$ cat config.mk
export PLATFORM = sky130hd
export DESIGN_NAME = multibank_buffer
export DESIGN_NICKNAME = d
export VERILOG_FILES = /design/src/rtl/multibank_buffer.sv
export SDC_FILE = /design/constraint.sdc
export NUM_CORES = 2
export LEC_CHECK = 0
export ABC_AREA = 1
export BUFFER_PORTS_ARGS = -buffer_cell sky130_fd_sc_hd__buf_2
export CORE_ASPECT_RATIO = 1.5
export CORE_MARGIN = 10
export CORE_UTILIZATION = 30
export CTS_BUF_LIST = sky130_fd_sc_hd__clkbuf_16
export DETAILED_ROUTE_END_ITERATION = 12
export PLACE_DENSITY = 0.46
export SYNTH_ARGS = -nofsm -noshare
export SYNTH_HDL_FRONTEND = slang
export SYNTH_MEMORY_MAX_BITS = 65536
export SYNTH_SLANG_ARGS = --single-unit
$ cat constraint.sdc
create_clock -name clk -period 2.52 [get_ports clk]
set_input_delay 0.252 -clock clk [delete_from_list [all_inputs] [get_ports clk]]
set_output_delay 0.252 -clock clk [all_outputs]
set_load 0.01 [all_outputs]
$ cat src/rtl/multibank_buffer.sv
// multibank_buffer: single-clock N-bank circular frame buffer.
// The producer fills and commits whole banks; the consumer drains committed
// banks in order. Bank storage is one inferred RAM addressed as {bank, addr}.
// Optional build macro MULTIBANK_DROP_CNT_EN adds drop_cnt/ovf_flag, which
// count commits refused because every bank was already full.
module multibank_buffer #(
  parameter int DATA_W    = 8,
  parameter int ADDR_W    = 7,
  parameter int NUM_BANKS = 4,
  localparam int BANK_W   = $clog2(NUM_BANKS)
) (
  input  logic              clk,
  input  logic              rst_n,
  input  logic              wr_en,
  input  logic [ADDR_W-1:0] wr_addr,
  input  logic [DATA_W-1:0] wr_data,
  input  logic              wr_finish,
  input  logic [ADDR_W:0]   wr_len,
  output logic              wr_ready,
`ifdef MULTIBANK_DROP_CNT_EN
  output logic [15:0]       drop_cnt,
  output logic              ovf_flag,
`endif
  input  logic [ADDR_W-1:0] rd_addr,
  output logic [DATA_W-1:0] rd_data,
  input  logic              rd_finish,
  output logic              rd_ready,
  output logic [ADDR_W:0]   rd_len,
  output logic [BANK_W:0]   fill_cnt
);

  localparam int DEPTH = NUM_BANKS << ADDR_W;
  localparam logic [BANK_W:0] FULL_CNT = (BANK_W+1)'(NUM_BANKS);

  logic [BANK_W-1:0] wr_bank_q, wr_bank_d;
  logic [BANK_W-1:0] rd_bank_q, rd_bank_d;
  logic [BANK_W:0]   fill_cnt_q, fill_cnt_d;
  logic [DATA_W-1:0] rd_data_q;
  logic [ADDR_W:0]   len_tbl_q [NUM_BANKS];
  logic [DATA_W-1:0] mem [DEPTH];

  logic wr_fire, commit, release_bank;

  // Handshake flags come straight from the registered bank count.
  assign wr_ready     = (fill_cnt_q != FULL_CNT);
  assign rd_ready     = (fill_cnt_q != '0);
  assign wr_fire      = wr_en && wr_ready;
  assign commit       = wr_finish && wr_ready;
  assign release_bank = rd_finish && rd_ready;

  // Pointer and occupancy next-state; a commit and a release together cancel.
  always_comb begin
    wr_bank_d  = wr_bank_q;
    rd_bank_d  = rd_bank_q;
    fill_cnt_d = fill_cnt_q;
    if (commit)       wr_bank_d = wr_bank_q + BANK_W'(1);
    if (release_bank) rd_bank_d = rd_bank_q + BANK_W'(1);
    if (commit && !release_bank)      fill_cnt_d = fill_cnt_q + (BANK_W+1)'(1);
    else if (!commit && release_bank) fill_cnt_d = fill_cnt_q - (BANK_W+1)'(1);
  end

  // Pointer and occupancy registers; reset throws away every committed bank.
  always_ff @(posedge clk or negedge rst_n) begin
    if (!rst_n) begin
      wr_bank_q  <= '0;
      rd_bank_q  <= '0;
      fill_cnt_q <= '0;
    end else begin
      wr_bank_q  <= wr_bank_d;
      rd_bank_q  <= rd_bank_d;
      fill_cnt_q <= fill_cnt_d;
    end
  end

  // Bank storage write port; a same-cycle commit still writes the old bank.
  always_ff @(posedge clk) begin
    if (wr_fire) mem[{wr_bank_q, wr_addr}] <= wr_data;
  end

  // Per-bank length table, captured on commit and never cleared.
  always_ff @(posedge clk) begin
    if (commit) len_tbl_q[wr_bank_q] <= wr_len;
  end

  // Always-enabled registered read from the current read bank.
  always_ff @(posedge clk or negedge rst_n) begin
    if (!rst_n) rd_data_q <= '0;
    else        rd_data_q <= mem[{rd_bank_q, rd_addr}];
  end

  assign rd_data  = rd_data_q;
  assign fill_cnt = fill_cnt_q;
  // The length table holds no reset, so report 0 while nothing is committed.
  assign rd_len   = rd_ready ? len_tbl_q[rd_bank_q] : '0;

`ifdef MULTIBANK_DROP_CNT_EN
  logic [15:0] drop_cnt_q, drop_cnt_d;
  logic        ovf_flag_q, ovf_flag_d;

  // Count refused commits (saturating) and remember that one ever happened.
  always_comb begin
    drop_cnt_d = drop_cnt_q;
    ovf_flag_d = ovf_flag_q;
    if (wr_finish && !wr_ready) begin
      ovf_flag_d = 1'b1;
      if (drop_cnt_q != 16'hFFFF) drop_cnt_d = drop_cnt_q + 16'd1;
    end
  end

  // Overflow statistics registers.
  always_ff @(posedge clk or negedge rst_n) begin
    if (!rst_n) begin
      drop_cnt_q <= '0;
      ovf_flag_q <= 1'b0;
    end else begin
      drop_cnt_q <= drop_cnt_d;
      ovf_flag_q <= ovf_flag_d;
    end
  end

  assign drop_cnt = drop_cnt_q;
  assign ovf_flag = ovf_flag_q;
`endif

endmodule

==> impl_metrics.toml <==
[outcome]
outcome = "completed"

[worst_hold_path]
min_path_type = "in -> reg"
hold_end = "len_tbl_q[3][5]"
hold_start = "wr_len[5]"
hold_depth = 2

[yosys]
ys_ff_latch = 4143
ys_types = 26
avgSynthCellArea_um2 = 12.0
ys_seq_area_frac = 0.737
yosys_warnings = 0
syn_area_mm2 = 0.169
synthCells = 14100
synth_fp_nets = 14100

[sta]
max_freq_mhz = 397
hold_viol = 0
max_slew.worst_pin.slew_ns = 0.826
layout_setup_ws_ns = 0.00170
worst_slew_margin_rel = 0.447
layout_min_cycle_time_ns = 2.52
slew_viol_final = 0
setup_viol = 0
period_share = 0.999
finClkSkew_ns = 0.0766
rsz0062_at_grt = "yes"

[setup_path]
critical_path_class = "reg -> out"
critPathArrivalTime_ns = 2.27
rr_worst_depth = 8
critical_path.slowest_cell = "dfrtp_4"
crit_fanout = 3
crit_chain = "buf_6 > buf_6 > nor2_1 > nor2_1 > o21ai_0 > a21oi_1 > buf_2"
crit_required_ns = 2.27
r2r_slack_ns = 0.08
slowest_delay_ns = 0.48
start_kind = "register"
worstReg2RegEnd = "mem[486][0]"
endpoint_kind = "primary output"
r2r-start = "wr_bank_q[1]"

[global_routing]
antenna_found_initial = 24
grt_pass1_wl_mm = 811
track_usage = 0.185
grt_pass1_vias = 111000
grt-ovfl-total = 0
grt_max_degree = 101

[layout]
stdcell_area_mm2 = 0.201
final_common_cell = "nand2_1"
final_cell_mix = "nand2_1 (4,155), edfxtp_1 (4,128), nand3_1 (4,079)"
drive_gt1_frac = 0.146
syn_to_final_growth_pct = 18.9
fillers = 54800
fin_nets = 14800

[route]
wl_met2_mm = 297
vias = 111000
wl_met3_mm = 24.2
drt-pass1-iter-count = 5
vias_per_cell = 4.92
drc = 0
drtIter0Drc = 9109
routed_wirelength_mm = 569
wl_per_cell_um = 25.2
wl_met1_mm = 222
ant_nets = 0
maxUsedRoutingLayer = "met5"

[clocking]
cts_tree = "done"
cts_buffers = 387
clock-root-buffer = "clkbuf_16"
clock_latency_ns = 0.98
ctsHtreeMaxLevel = 5
path_clk_slew_ns = 0.06
clock_sinks = 4143
cts_max_path_buffers = 4

[die]
core_area_mm2 = 0.561
pin_count = 56
dieHeight_um = 938
rows = 337
start_util = 0.301
die_w_um = 632
die_area_mm2 = 0.593

[power_and_ir_drop]
switching_share = 0.241
power.share.sequential = 0.505
p_switching_mw = 36.5
combPwrFrac = 0.094
internal-power_mw = 115
clkPwrFrac = 0.401
power_leakage_nw = 69.9
powerDensity_mw_per_mm2 = 755
ir_drop_mv = 0.596

[placement]
place_ws_ns = -0.984
io_buffers = 55
dp_hpwl_mm = 373
place.gp.congestion = 0.835
placed_area_mm2 = 0.186

[job]
max_cap_viol_count = 0
==> per-stage QoR <==
stage          std cells  total power, mW  hold slack [ns]  setup TNS [ns]   util
6_report           22500              151           0.0977               0  0.358
2_1_floorplan      14100             83.5          -0.0436               0      -
4_1_cts            22500              153          0.00254          -0.621  0.357
3_3_place_gp       21800             91.8            0.354         -102.71  0.332
5_1_grt            22500              156           0.0733          -0.638  0.358
3_5_place_dp       21800             91.8            0.352         -112.92  0.332
==> logic make-up after synthesis <==
kind of cell | after synthesis | share of synthesized area
adder cells (fa/ha/maj) | 6 | 0.000489
buffers and inverters | 1032 | 0.0343
multiplexers | 1 | 0.0000667
AND/OR/NAND/NOR | 8845 | 0.227
XOR/XNOR | 4 | 0.000208
AO/OA/AOI/OAI | 26 | 0.000771
flip-flops | 4143 | 0.737
==> flip-flops by register name (all words and copies together) (netlist names) <==
name       count
len_tbl_q     32
wr_bank_q      2
rd_data        8
mem         4096
rd_bank_q      2
fill_cnt       3
==> worst max-delay path, delay by kind of cell, from the launching register on <==
kind	cells	cell delay, ns
compound gates	2	0.23
flops	1	0.48
buf+inv	3	0.45
simple gates	2	0.16
==> how the worst max path moves through the flow <==
stage	cells after the start	end	startpoint	slack, ns
CTS	7	rd_len[1]	rd_bank_q[0]	-0.14
global route	7	rd_len[1]	rd_bank_q[0]	-0.14
floorplan	9	mem[198][0]	fill_cnt[0]	0.23
detailed placement	16	rd_data[5]	rd_addr[1]	-0.98
finish	7	rd_len[1]	rd_bank_q[0]	0.002
global placement	16	rd_data[5]	rd_addr[1]	-0.99
==> Yosys cell counts <==
cell type / instances / area [µm²]
a21oi_1: 9 / 45.0
buf_1: 102 / 383
buf_12: 2 / 40.0
buf_2: 474 / 2370
buf_4: 139 / 1040
buf_6: 95 / 1070
buf_8: 4 / 60.1
clkbuf_1: 178 / 668
dfrtp_1: 15 / 375
edfxtp_1: 4128 / 124000
fa_1: 1 / 20.0
ha_1: 5 / 62.6
inv_1: 34 / 128
inv_2: 2 / 7.51
inv_4: 2 / 12.5
mux2_2: 1 / 11.3
nand2_1: 4166 / 15600
nand3_1: 4081 / 20400
nand4_1: 7 / 43.8
nor2_1: 588 / 2210
nor3_1: 1 / 5.00
nor3_2: 1 / 10.0
o21ai_0: 17 / 85.1
or2_2: 1 / 6.26
xnor2_1: 2 / 17.5
xor2_1: 2 / 17.5
==> power by group through the flow <==
stage | logic, mW | clock network (mW) | registers, mW
6_report | 14.3 | 60.7 | 76.5
5_1_grt | 15.2 | 64.4 | 76.5
4_1_cts | 14.3 | 61.9 | 76.5
3_5_place_dp | 13.8 | 0 | 78.0
3_3_place_gp | 13.8 | 0 | 78.0
2_1_floorplan | 5.76 | 0 | 77.8
==> final cells by class <==
cell class | count | area (µm²) | share of cell area
clock inverter | 302 | 2830 | 0.0141
antenna | 8 | 20.0 | 0.0000998
clock buffer | 400 | 10000 | 0.0499
inverter | 38 | 220 | 0.00110
sequential | 4143 | 124000 | 0.620
tap | 7458 | 9330 | 0.0465
timing repair buffer | 1304 | 14200 | 0.0707
multi-input combinational | 8882 | 39700 | 0.198
==> metal layers <==
| metal | up-vias | global-route usage |
|---|---|---|
| met5 | - | 0 |
| met4 | 10 | 0.0742 |
| met3 | 868 | 0.0201 |
| met2 | 2811 | 0.338 |
| met1 | 55900 | 0.221 |
| li1 | 51400 | - |
==> repair_timing <==
item                                     CTS  global route
hold buffers                              24             0
gates cloned                               2             0
pin swaps                                 13             7
endpoints found under the hold margin   1238             0
resized for setup                        217           161
buffers inserted                          10             0
endpoints found under the setup margin  1198           972
Power figures use the tool's default switching activity.
